File: src/rtl/note_pkg.sv
// Shared constants for the note tone path: octave-3 divisor table, note codes
// and the detector state encoding.
package note_pkg;

    localparam int NOTE_W     = 4;
    localparam int NUM_NOTES  = 12;
    localparam int NOTE_CNT_W = 28;

    localparam logic [NOTE_W-1:0] NOTE_NONE = 4'd15;

    typedef enum logic [1:0] {
        ST_ARM,
        ST_MEASURE,
        ST_CLASSIFY,
        ST_REPORT
    } det_state_e;

    // Same 50 MHz divisors the tone generators use, C3 .. B3.
    function automatic logic [31:0] note_div(input logic [NOTE_W-1:0] idx);
        case (idx)
            4'd0:    return 32'd382234;
            4'd1:    return 32'd360776;
            4'd2:    return 32'd340530;
            4'd3:    return 32'd321419;
            4'd4:    return 32'd303379;
            4'd5:    return 32'd286352;
            4'd6:    return 32'd270270;
            4'd7:    return 32'd255102;
            4'd8:    return 32'd240790;
            4'd9:    return 32'd227273;
            4'd10:   return 32'd214517;
            4'd11:   return 32'd202478;
            default: return 32'd0;
        endcase
    endfunction

endpackage

File: src/rtl/tone_edge_sync.sv
// Two-flop synchronizer for an asynchronous level input followed by a
// registered rising-edge detector; the pulse lands 3 clocks after the input rises.
module tone_edge_sync (
    input  logic clock_in,
    input  logic reset_n,
    input  logic async_in,
    output logic rise_pulse
);

    logic sync_p0, sync_p1, dly_p2;

    always_ff @(posedge clock_in or negedge reset_n) begin
        if (!reset_n) begin
            sync_p0    <= 1'b0;
            sync_p1    <= 1'b0;
            dly_p2     <= 1'b0;
            rise_pulse <= 1'b0;
        end else begin
            sync_p0    <= async_in;
            sync_p1    <= sync_p0;
            dly_p2     <= sync_p1;
            rise_pulse <= sync_p1 & ~dly_p2;
        end
    end

endmodule

File: src/rtl/note_detector.sv
// Measures the period of an incoming square-wave tone and classifies it as one
// of the 12 octave-3 semitones, with lock and silence tracking.
module note_detector
    import note_pkg::*;
#(
    parameter int CNT_W      = NOTE_CNT_W,
    parameter int TOL_SHIFT  = 6,
    parameter int LOCK_COUNT = 3,
    parameter int TIMEOUT    = 1000000,
    parameter int MIN_PERIOD = 16,
    parameter int DIV_SHIFT  = 0   // scales the divisor table for prescaled tones
) (
    input  logic              clock_in,
    input  logic              reset_n,
    input  logic              tone_in,
    output logic [NOTE_W-1:0] note_code,
    output logic [CNT_W-1:0]  period_out,
    output logic              note_strobe,
    output logic              locked,
    output logic              silent
);

    localparam int DIFF_W = CNT_W + 1;
    localparam int LOCK_W = (LOCK_COUNT < 1) ? 1 : $clog2(LOCK_COUNT + 1);
    localparam logic [NOTE_W-1:0] LAST_IDX = NOTE_W'(NUM_NOTES - 1);

    function automatic logic [CNT_W-1:0] sat_inc_cnt(input logic [CNT_W-1:0] v);
        return (&v) ? v : v + 1'b1;
    endfunction

    function automatic logic [LOCK_W-1:0] sat_inc_lock(input logic [LOCK_W-1:0] v);
        return (v >= LOCK_W'(LOCK_COUNT)) ? v : v + 1'b1;
    endfunction

    // Signed difference one bit wider than the counter so nothing wraps.
    function automatic logic [DIFF_W-1:0] abs_diff(input logic [CNT_W-1:0] a,
                                                   input logic [CNT_W-1:0] b);
        logic signed [DIFF_W-1:0] d;
        d = $signed({1'b0, a}) - $signed({1'b0, b});
        return (d < 0) ? DIFF_W'(-d) : DIFF_W'(d);
    endfunction

    det_state_e state_q, state_d;

    logic              edge_pulse;
    logic [CNT_W-1:0]  cnt_q;
    logic [NOTE_W-1:0] idx_q, match_q, prev_code_q, final_code;
    logic              found_q;
    logic [LOCK_W-1:0] lock_cnt_q, lock_next;
    logic [CNT_W-1:0]  div_c, tol_c, period_c;
    logic              hit_c, timeout_c;

    tone_edge_sync u_sync (
        .clock_in  (clock_in),
        .reset_n   (reset_n),
        .async_in  (tone_in),
        .rise_pulse(edge_pulse)
    );

    assign period_c  = sat_inc_cnt(cnt_q);
    assign timeout_c = (cnt_q == CNT_W'(TIMEOUT - 1));
    assign div_c     = CNT_W'(note_div(idx_q) >> DIV_SHIFT);
    assign tol_c     = div_c >> TOL_SHIFT;
    assign hit_c     = abs_diff(period_out, div_c) <= {1'b0, tol_c};

    // The last table entry is folded in here so the strobe leaves on the idx-11 cycle.
    always_comb begin
        final_code = NOTE_NONE;
        if (period_out >= CNT_W'(MIN_PERIOD)) begin
            if (found_q)    final_code = match_q;
            else if (hit_c) final_code = idx_q;
        end
        if (final_code != NOTE_NONE && final_code == prev_code_q)
            lock_next = sat_inc_lock(lock_cnt_q);
        else
            lock_next = (final_code != NOTE_NONE) ? LOCK_W'(1) : '0;
    end

    always_ff @(posedge clock_in or negedge reset_n) begin
        if (!reset_n) state_q <= ST_ARM;
        else          state_q <= state_d;
    end

    always_comb begin
        state_d = state_q;
        case (state_q)
            ST_ARM:      if (edge_pulse) state_d = ST_MEASURE;
            ST_MEASURE:  if (edge_pulse) state_d = ST_CLASSIFY;
                         else if (timeout_c) state_d = ST_ARM;
            ST_CLASSIFY: if (edge_pulse) state_d = ST_CLASSIFY;
                         else if (idx_q == LAST_IDX) state_d = ST_REPORT;
            ST_REPORT:   state_d = edge_pulse ? ST_CLASSIFY : ST_MEASURE;
            default:     state_d = ST_ARM;
        endcase
    end

    always_ff @(posedge clock_in or negedge reset_n) begin
        if (!reset_n) begin
            cnt_q       <= '0;
            idx_q       <= '0;
            match_q     <= '0;
            found_q     <= 1'b0;
            prev_code_q <= NOTE_NONE;
            lock_cnt_q  <= '0;
            note_code   <= NOTE_NONE;
            period_out  <= '0;
            note_strobe <= 1'b0;
            locked      <= 1'b0;
            silent      <= 1'b1;
        end else begin
            cnt_q       <= edge_pulse ? '0 : sat_inc_cnt(cnt_q);
            note_strobe <= 1'b0;
            case (state_q)
                ST_ARM: if (edge_pulse) silent <= 1'b0;
                ST_MEASURE, ST_REPORT: if (edge_pulse) begin
                    period_out <= period_c;
                    idx_q      <= '0;
                    found_q    <= 1'b0;
                end
                ST_CLASSIFY: begin
                    if (edge_pulse) begin
                        // A new edge mid-search restarts on the fresh period.
                        period_out <= period_c;
                        idx_q      <= '0;
                        found_q    <= 1'b0;
                        lock_cnt_q <= '0;
                        locked     <= 1'b0;
                    end else if (idx_q == LAST_IDX) begin
                        note_code   <= final_code;
                        note_strobe <= 1'b1;
                        prev_code_q <= final_code;
                        lock_cnt_q  <= lock_next;
                        locked      <= (lock_next >= LOCK_W'(LOCK_COUNT));
                    end else begin
                        idx_q <= idx_q + 1'b1;
                        if (!found_q && hit_c) begin
                            found_q <= 1'b1;
                            match_q <= idx_q;
                        end
                    end
                end
                default: ;
            endcase
            if (timeout_c && !edge_pulse && (state_q == ST_ARM || state_q == ST_MEASURE)) begin
                silent      <= 1'b1;
                note_code   <= NOTE_NONE;
                locked      <= 1'b0;
                lock_cnt_q  <= '0;
                prev_code_q <= NOTE_NONE;
            end
        end
    end

endmodule

File: config.mk
export PLATFORM = sky130hd
export DESIGN_NAME = note_detector
export DESIGN_NICKNAME = d
export VERILOG_FILES = /design/src/rtl/note_pkg.sv /design/src/rtl/tone_edge_sync.sv /design/src/rtl/note_detector.sv
export SDC_FILE = /design/constraint.sdc
export NUM_CORES = 1
export LEC_CHECK = 0
export BUFFER_PORTS_ARGS = -buffer_cell sky130_fd_sc_hd__buf_2
export CAP_MARGIN = 30
export CORE_ASPECT_RATIO = 1.75
export CORE_UTILIZATION = 67
export CTS_CLUSTER_SIZE = 12
export DETAILED_ROUTE_END_ITERATION = 7
export GPL_ROUTABILITY_DRIVEN = 0
export PLACE_DENSITY = 0.91
export SLEW_MARGIN = 20
export SYNTH_ARGS = -nofsm -noshare
export SYNTH_HDL_FRONTEND = slang
export SYNTH_SLANG_ARGS = --single-unit
File: constraint.sdc
create_clock -name clock_in -period 12.1 [get_ports clock_in]
set_input_delay 1.815 -clock clock_in [delete_from_list [all_inputs] [get_ports clock_in]]
set_output_delay 1.815 -clock clock_in [all_outputs]
set_load 0.01 [all_outputs]
# --- Yosys cells after proc, flatten, opt, wreduce, memory -nomap -nowiden ---
# Memories as Yosys holds them, arrays and structs flattened.
# Cells that the tools add are included.
# Widths: inputs -> output; s select.
word_totals:
  mem_bits_ro: 304
  out_inout_bits: 35
  reg_bits: 80
  input_bits: 3
  memories: 1
  elab_cells: 111
mem_list:
  columns: ["name", "depth", "width", "rd", "rd_ports_with_merged_regs", "wr", "line_no", "rtl"]
  rows:
  - ["(no name shown)", 16, 19, 1, 0, 0, "note_pkg.sv:20", "case (idx)"]
op_classes:
  n_reduce_logical: 25
  mux: 42
  magnitude_cmp: 5
  n_addsub: 5
  eq_ne: 14
  bitwise: 4
op_table:
  columns: ["cell", "n"]
  rows:
  - ["$mux 28", 2]
  - ["$mux 4", 10]
  - ["$le 29x22->1", 1]
  - ["$lt 29x1->1 const B", 1]
  - ["$mux 29", 1]
  - ["$neg 29->29", 1]
  - ["$sub 28x28->29", 1]
  - ["$add 28x1->28 const B", 1]
  - ["$eq 28x20->1 const B", 1]
  - ["$ge 28x5->1 const B", 1]
  - ["$reduce_and 28->1", 1]
  - ["$mux 2", 12]
  - ["$mux 1", 14]
  - ["$ne 3x2->1 const B", 4]
  - ["$reduce_bool 2->1", 5]
  - ["$reduce_and 3->1", 3]
  - ["$pmux 2 s4", 1]
  - ["$pmux 4 s2", 1]
  - ["$reduce_and 4->1", 2]
  - ["$reduce_and 2->1", 3]
  - ["$add 4x1->4 const B", 1]
  - ["$eq 2x2->1 const B", 2]
  - ["$eq 4x4->1", 1]
  - ["$eq 4x4->1 const B", 1]
  - ["other kinds (16)", 24]

# --- Depth between registers and ports, before layout ---
# An unclocked memory read counts as a cell.
logic_depth:
  ltp_word: 16
  mapped_depth: 31
  ltp_nobuf: 28

# --- Modules after synthesis ---
# From an unflattened synthesis, not the netlist that was laid out.
hier_totals:
  hier_cells: 789
  area_unflattened_um2: 6623.9
modules_own_cells:
  columns: ["module", "n_inst", "seq_area_each_um2", "cells_per_inst", "area_per_inst_um2"]
  rows:
  - ["note_detector", 1, 1908.1, 784, 6510.0]
  - ["tone_edge_sync", 1, 100.1, 5, 113.9]

# --- Worst setup path before layout ---
# Ideal clock, no wire load.
synth_timing:
  path_kind: "reg-to-reg"
  startpoint: "register idx_q[1]"
  endpoint: "register lock_cnt_q[0]"
  n_path_buf: 3
  period_less_slack_ns: 6.262
  setup_time_ns: 0.118
  slack_ns: 5.838
  path_stages_with_launch: 32
  required_time_ns: 11.982
  t_arrival_ns: 6.144
  path_cell_list: "dfrtp_1 -> clkbuf_1 -> inv_1 -> ha_1 -> buf_2 -> nand2_1 -> a21oi_1 -> a21oi_1 -> ha_1 -> clkbuf_1 -> a21o_1 -> a21o_1 -> maj3_1 -> nand4_1 -> o211ai_2 -> nor2_1 -> o21ai_0 -> xnor2_1 -> ha_1 -> a21o_1 -> a21o_1 -> a21oi_1 -> nor2b_1 -> a311oi_1 -> o21ai_0 -> o21a_1 -> nand3b_2 -> o22a_1 -> o31a_1 -> o21ai_2 -> a41oi_2 -> a21o_1"
synth_between:
  elab_chain_cells: 15
  word_cells_on_any_way: 21
  cone_classes: "add/sub: 2; order compare: 2; eq/ne: 3; mux: 10; reduce/logical: 3; memory: 1"
synth_rtl:
  columns: ["item", "line_no", "rtl"]
  rows:
  - ["from (decl)", "note_detector.sv:47", "logic [NOTE_W-1:0] idx_q, match_q, prev_code_q, final_code;"]
  - ["from (signal assigned)", "note_detector.sv:135", "idx_q <= idx_q + 1'b1;"]
  - ["$mem_v2 16x19", null, null]
  - ["$sub 28x28->29", "note_detector.sv:39", "d = $signed({1'b0, a}) - $signed({1'b0, b});"]
  - ["$neg 29->29 or $lt 29x1->1 (tied branches)", "note_detector.sv:40", "return (d < 0) ? DIFF_W'(-d) : DIFF_W'(d);"]
  - ["$mux 29", "note_detector.sv:40", null]
  - ["$le 29x22->1", "note_detector.sv:64", "assign hit_c = abs_diff(period_out, div_c) <= {1'b0, tol_c};"]
  - ["$mux 4", "note_detector.sv:71", "else if (hit_c) final_code = idx_q;"]
  - ["$mux 4", "note_detector.sv:70", "if (found_q) final_code = match_q;"]
  - ["$mux 4", "note_detector.sv:69", "if (period_out >= CNT_W'(MIN_PERIOD)) begin"]
  - ["$ne 4x4->1 or $eq 4x4->1 (tied branches)", "note_detector.sv:73, note_detector.sv:76", null]
  - ["$mux 1 or $logic_and 1x1->1 (tied branches)", "note_detector.sv:76, note_detector.sv:73", null]
  - ["$mux 2", "note_detector.sv:73", "if (final_code != NOTE_NONE && final_code == prev_code_q)"]
  - ["$mux 2", "note_detector.sv:128", "end else if (idx_q == LAST_IDX) begin"]
  - ["$mux 2", "note_detector.sv:121", "if (edge_pulse) begin"]
  - ["$mux 2", "note_detector.sv:113", "case (state_q)"]
  - ["$mux 2", "note_detector.sv:144", "if (timeout_c && !edge_pulse && (state_q == ST_ARM || state_q == ST_MEASURE)) begin"]
  - ["to (signal assigned)", "note_detector.sv:132", "lock_cnt_q <= lock_next;"]
  - ["to (decl)", "note_detector.sv:49", "logic [LOCK_W-1:0] lock_cnt_q, lock_next;"]
# Parallel ways exist; a longest one is shown, timed or not. The select of a mux whose other input is x is not followed.
# A chain may end at the register's enable or synchronous reset.

# --- Worst setup path after layout ---
layout_timing:
  startpoint: "register idx_q[3]"
  endpoint: "register lock_cnt_q[0]"
# Same word-level chain as after synthesis.

==> run summary <==
=========================================================================================
Area fraction of the dominant cell type after synthesis ....................        0.277
Clock Latency Late Sink ....................................................       340 ps
Number of antenna violations at the first check in global routing ..........            0
Final setup TNS ............................................................         0 ps
Power dissipated by switching net loads ....................................       499 uW
Worst-path maximum fanout ..................................................           33
Synthesized Nets ...........................................................          875
Bufs and invs on worst path ................................................            1
Cell with the largest stage delay on the worst path ........................ sky130_fd_sc_hd__dfrtp_1
Layout-stage area growth over the synthesis result .........................        8.98%
Pin count of the biggest net entering global routing .......................           81
Fraction of power spent switching nets .....................................        0.414
Data arrival time of the critical path .....................................      8150 ps
Die Area ...................................................................   10500 um^2
Die Y ......................................................................       135 um
Number of buffers inserted during clock tree synthesis .....................            9
Clk buf depth ..............................................................            2
Avg WL per Cell ............................................................      21.0 um
Post-cts hold buffer count .................................................            0
Synthesized area per cell ..................................................    8.11 um^2
Transition at the pin with the smallest max-transition slack ...............       956 ps
Overall die width ..........................................................      78.1 um
Most area-hungry cell type in the Yosys netlist ............................ sky130_fd_sc_hd__dfrtp_1
Number of distinct library cells after synthesis ...........................          101
Hold violation count in the final report ...................................            0
CP max stage delay .........................................................       970 ps
Proportion of register bits with asynchronous set or reset after synthesis .         1.00
Worst min-delay path category ..............................................      reg2reg
Number of non-filler instances in the completed layout .....................          984
Count of boundary I/O pins .................................................           38
Internal portion of total power ............................................       706 uW
Syn. warnings ..............................................................            0
Number of synthesized flops with an enable pin .............................            0
Detailed router's first-iteration violation count ..........................          948
VDD IR max .................................................................     0.175 mV
Leakage Power ..............................................................      3.44 nW
Number of antenna diodes ...................................................            0
Post-Syn Instances .........................................................          836
Crit path capture type .....................................................         flop
Cells taking the most area after synthesis ................................. sky130_fd_sc_hd__dfrtp_1, sky130_fd_sc_hd__ha_1, sky130_fd_sc_hd__nor2_1, sky130_fd_sc_hd__nand2_1, sky130_fd_sc_hd__o21ai_0
Data required time of the critical path ....................................     12330 ps
MaxCap Viol Count ..........................................................            0
1st-pass router iterations .................................................            8
Post-CTS setup-driven buffer insertion count ...............................            0
Final core utilization .....................................................        0.751
Clk pwr share ..............................................................        0.247
Number of sinks driven by the clock tree ...................................           80
Number of instances resized during post-cts repair .........................            0
Outcome .................................................................... complete, but fails checks
Initial standard-cell utilization of the core ..............................        0.689
First-pass GRT wire length .................................................     33500 um
TritonCTS clock tree .......................................................        built
RSZ-0062 raised after global routing .......................................        false
Number of remaining DRC errors .............................................            1
Number of levels the H-tree was split into .................................            3
Setup Crit Path Kind .......................................................      reg2reg
Share of layout cells above drive strength 1 ...............................        0.115
Type of element launching the critical path ................................         flop
Net count, final ...........................................................          893
Number of global-route vias before repair ..................................         6735
Post-route design area .....................................................    7390 um^2
Port buffer count ..........................................................           37
Most used flip-flop cell after synthesis ................................... sky130_fd_sc_hd__dfrtp_1
Cell area after synthesis ..................................................    6780 um^2
Placed Instances ...........................................................          967
Wire length after detailed routing .........................................     20600 um
Power per standard cell area ...............................................  163 nW/um^2
Clock transition at the registers of the reported paths ....................        60 ps
Overall Global Routing Usage ...............................................        0.410
Number of rows in the core area ............................................           48
Instance area after placement ..............................................    7030 um^2
Core Area ..................................................................    9850 um^2
Post-route clock period utilization ........................................        0.654
Vias after detailed routing ................................................         6938
Register area share after synthesis ........................................        0.296
Failing checks ............................................................. design-rule violations
Root buffer cell ........................................................... sky130_fd_sc_hd__clkbuf_16
Number of pins with negative max-slew slack in the final report ............            0
Overflow after GRT .........................................................            0
Number of flip-flops and latches in the synthesized netlist ................           80
Count of final setup violators .............................................            0
HPWL after detailed placement ..............................................     15400 um
Worst slew margin relative to its limit ....................................        0.363
Post-DRT Antenna Nets ......................................................            0
Family with the most delay on the worst path ............................... compound AO/OA/AOI/OAI gates
Setup Skew .................................................................      8.75 ps
Highest attainable clock frequency .........................................      126 MHz
Sequential Power Share .....................................................        0.259
Gate power share ...........................................................        0.494
Post-layout min period .....................................................      7910 ps
Average vias per placed instance ...........................................         7.05
=========================================================================================
[power groups by stage]
stage	logic, mW	registers, mW	clock network, mW
3_5_place_dp	0.569	0.315	0
2_1_floorplan	0.431	0.305	0
5_1_grt	0.646	0.314	0.309
6_report	0.595	0.312	0.297
4_1_cts	0.573	0.311	0.299
3_3_place_gp	0.545	0.314	0
[metrics by stage]
stage          setup slack [ps]  hold slack (ps)  total power [mW]
2_1_floorplan              5840              331             0.736
3_3_place_gp               4870              340             0.860
3_5_place_dp               4590              348             0.884
4_1_cts                    4520              359              1.18
5_1_grt                    3750              363              1.27
6_report                   4190              361              1.20
[metal layers]
layer | part of all wire | up-vias | GRT usage
li1 | - | 3103 | -
met1 | 0.34 | 3215 | 0.432
met2 | 0.49 | 463 | 0.698
met3 | 0.077 | 157 | 0.0865
met4 | 0.093 | 0 | 0.328
met5 | 0 | - | 0
[worst paths after layout]
path | startpoint | end | slack, ps | cells after the start
min | u_sync.sync_p0 | u_sync.sync_p1 | 360 | 0
min in group asynchronous | reset_n | lock_cnt_q[1] | 1340 | 1
max in group asynchronous | reset_n | silent | 10160 | 2
max reg2reg | idx_q[3] | lock_cnt_q[0] | 4190 | 28
max | idx_q[3] | lock_cnt_q[0] | 4190 | 28
min reg2reg | u_sync.sync_p0 | u_sync.sync_p1 | 360 | 0
[layout make-up]
cell class	count	area, um^2
clock buffers	12	256
clock inverters	4	76.3
fillers	699	2460
inverters	25	93.8
multi-input cells	697	4540
flip-flops and latches	80	2010
well taps	125	156
repair buffers	41	258
[Yosys cell counts, types with 3 or more instances]
cell type / count
sky130_fd_sc_hd__nand3b_1: 5
sky130_fd_sc_hd__or3_1: 11
sky130_fd_sc_hd__a211oi_1: 8
sky130_fd_sc_hd__ha_1: 35
sky130_fd_sc_hd__nand4_1: 15
sky130_fd_sc_hd__dfstp_2: 5
sky130_fd_sc_hd__mux2i_1: 10
sky130_fd_sc_hd__o22ai_1: 4
sky130_fd_sc_hd__nor3b_1: 3
sky130_fd_sc_hd__nor2b_1: 12
sky130_fd_sc_hd__a21oi_1: 53
sky130_fd_sc_hd__a31oi_1: 10
sky130_fd_sc_hd__nor3_1: 18
sky130_fd_sc_hd__o22a_1: 4
sky130_fd_sc_hd__nand3_1: 25
sky130_fd_sc_hd__a2111oi_0: 4
sky130_fd_sc_hd__o2111ai_1: 6
sky130_fd_sc_hd__o31a_1: 4
sky130_fd_sc_hd__and2_1: 10
sky130_fd_sc_hd__xnor2_1: 27
sky130_fd_sc_hd__xor2_1: 22
sky130_fd_sc_hd__o31ai_1: 3
sky130_fd_sc_hd__inv_1: 25
sky130_fd_sc_hd__nor2_1: 95
sky130_fd_sc_hd__a21boi_1: 3
sky130_fd_sc_hd__nand2b_1: 13
sky130_fd_sc_hd__a22oi_1: 4
sky130_fd_sc_hd__o211a_1: 3
sky130_fd_sc_hd__a311oi_1: 3
sky130_fd_sc_hd__nor4_1: 13
sky130_fd_sc_hd__or4_1: 5
sky130_fd_sc_hd__dfrtp_1: 75
sky130_fd_sc_hd__a21o_1: 13
sky130_fd_sc_hd__o21ai_1: 4
sky130_fd_sc_hd__or2_2: 7
sky130_fd_sc_hd__nand2_1: 94
sky130_fd_sc_hd__and4_1: 3
sky130_fd_sc_hd__and3_1: 7
sky130_fd_sc_hd__clkbuf_1: 27
sky130_fd_sc_hd__o21ai_0: 64
sky130_fd_sc_hd__mux2_2: 5
sky130_fd_sc_hd__o21a_1: 5
[sequential cells by signal, summed over array words and instances, names as in the netlist]
register	count
u_sync.dly_p2	1
found_q	1
u_sync.sync_p1	1
note_strobe	1
locked	1
idx_q	4
lock_cnt_q	2
match_q	4
cnt_q	28
prev_code_q	4
state_q	2
silent	1
period_out	28
u_sync.sync_p0	1
u_sync.rise_pulse	1
[kinds of logic after synthesis]
logic type	count (synthesis)	share of synthesized area
compound gates	232	0.227
simple gates	359	0.273
mux	16	0.0253
fa+ha+maj	38	0.0706
buf+inv	59	0.0358
xor+xnor	52	0.0723
flops	80	0.296
[worst reg2reg max path: cells and delay by family, from the launching register on]
family	cells	cell delay [ps]
buf+inv	1	430
flops	1	970
xor+xnor	1	220
compound gates	17	3750
simple gates	6	1740
fa+ha+maj	3	700
[placed cells by master (no fill, tap or decap), types with 11 or more instances in the layout]
cell type                  count
sky130_fd_sc_hd__xor2_1       22
sky130_fd_sc_hd__nor2_1       95
sky130_fd_sc_hd__nand2_1      94
sky130_fd_sc_hd__o21ai_0      63
sky130_fd_sc_hd__or3_1        11
sky130_fd_sc_hd__nor3_1       18
sky130_fd_sc_hd__dfrtp_1      75
sky130_fd_sc_hd__nor2b_1      12
sky130_fd_sc_hd__nand3_1      25
sky130_fd_sc_hd__ha_1         35
sky130_fd_sc_hd__a21oi_1      53
sky130_fd_sc_hd__nor4_1       13
sky130_fd_sc_hd__a21o_1       13
sky130_fd_sc_hd__xnor2_1      27
sky130_fd_sc_hd__nand2b_1     13
sky130_fd_sc_hd__buf_2        36
sky130_fd_sc_hd__nand4_1      15
sky130_fd_sc_hd__inv_1        25
(Power assumes the default switching activity.)
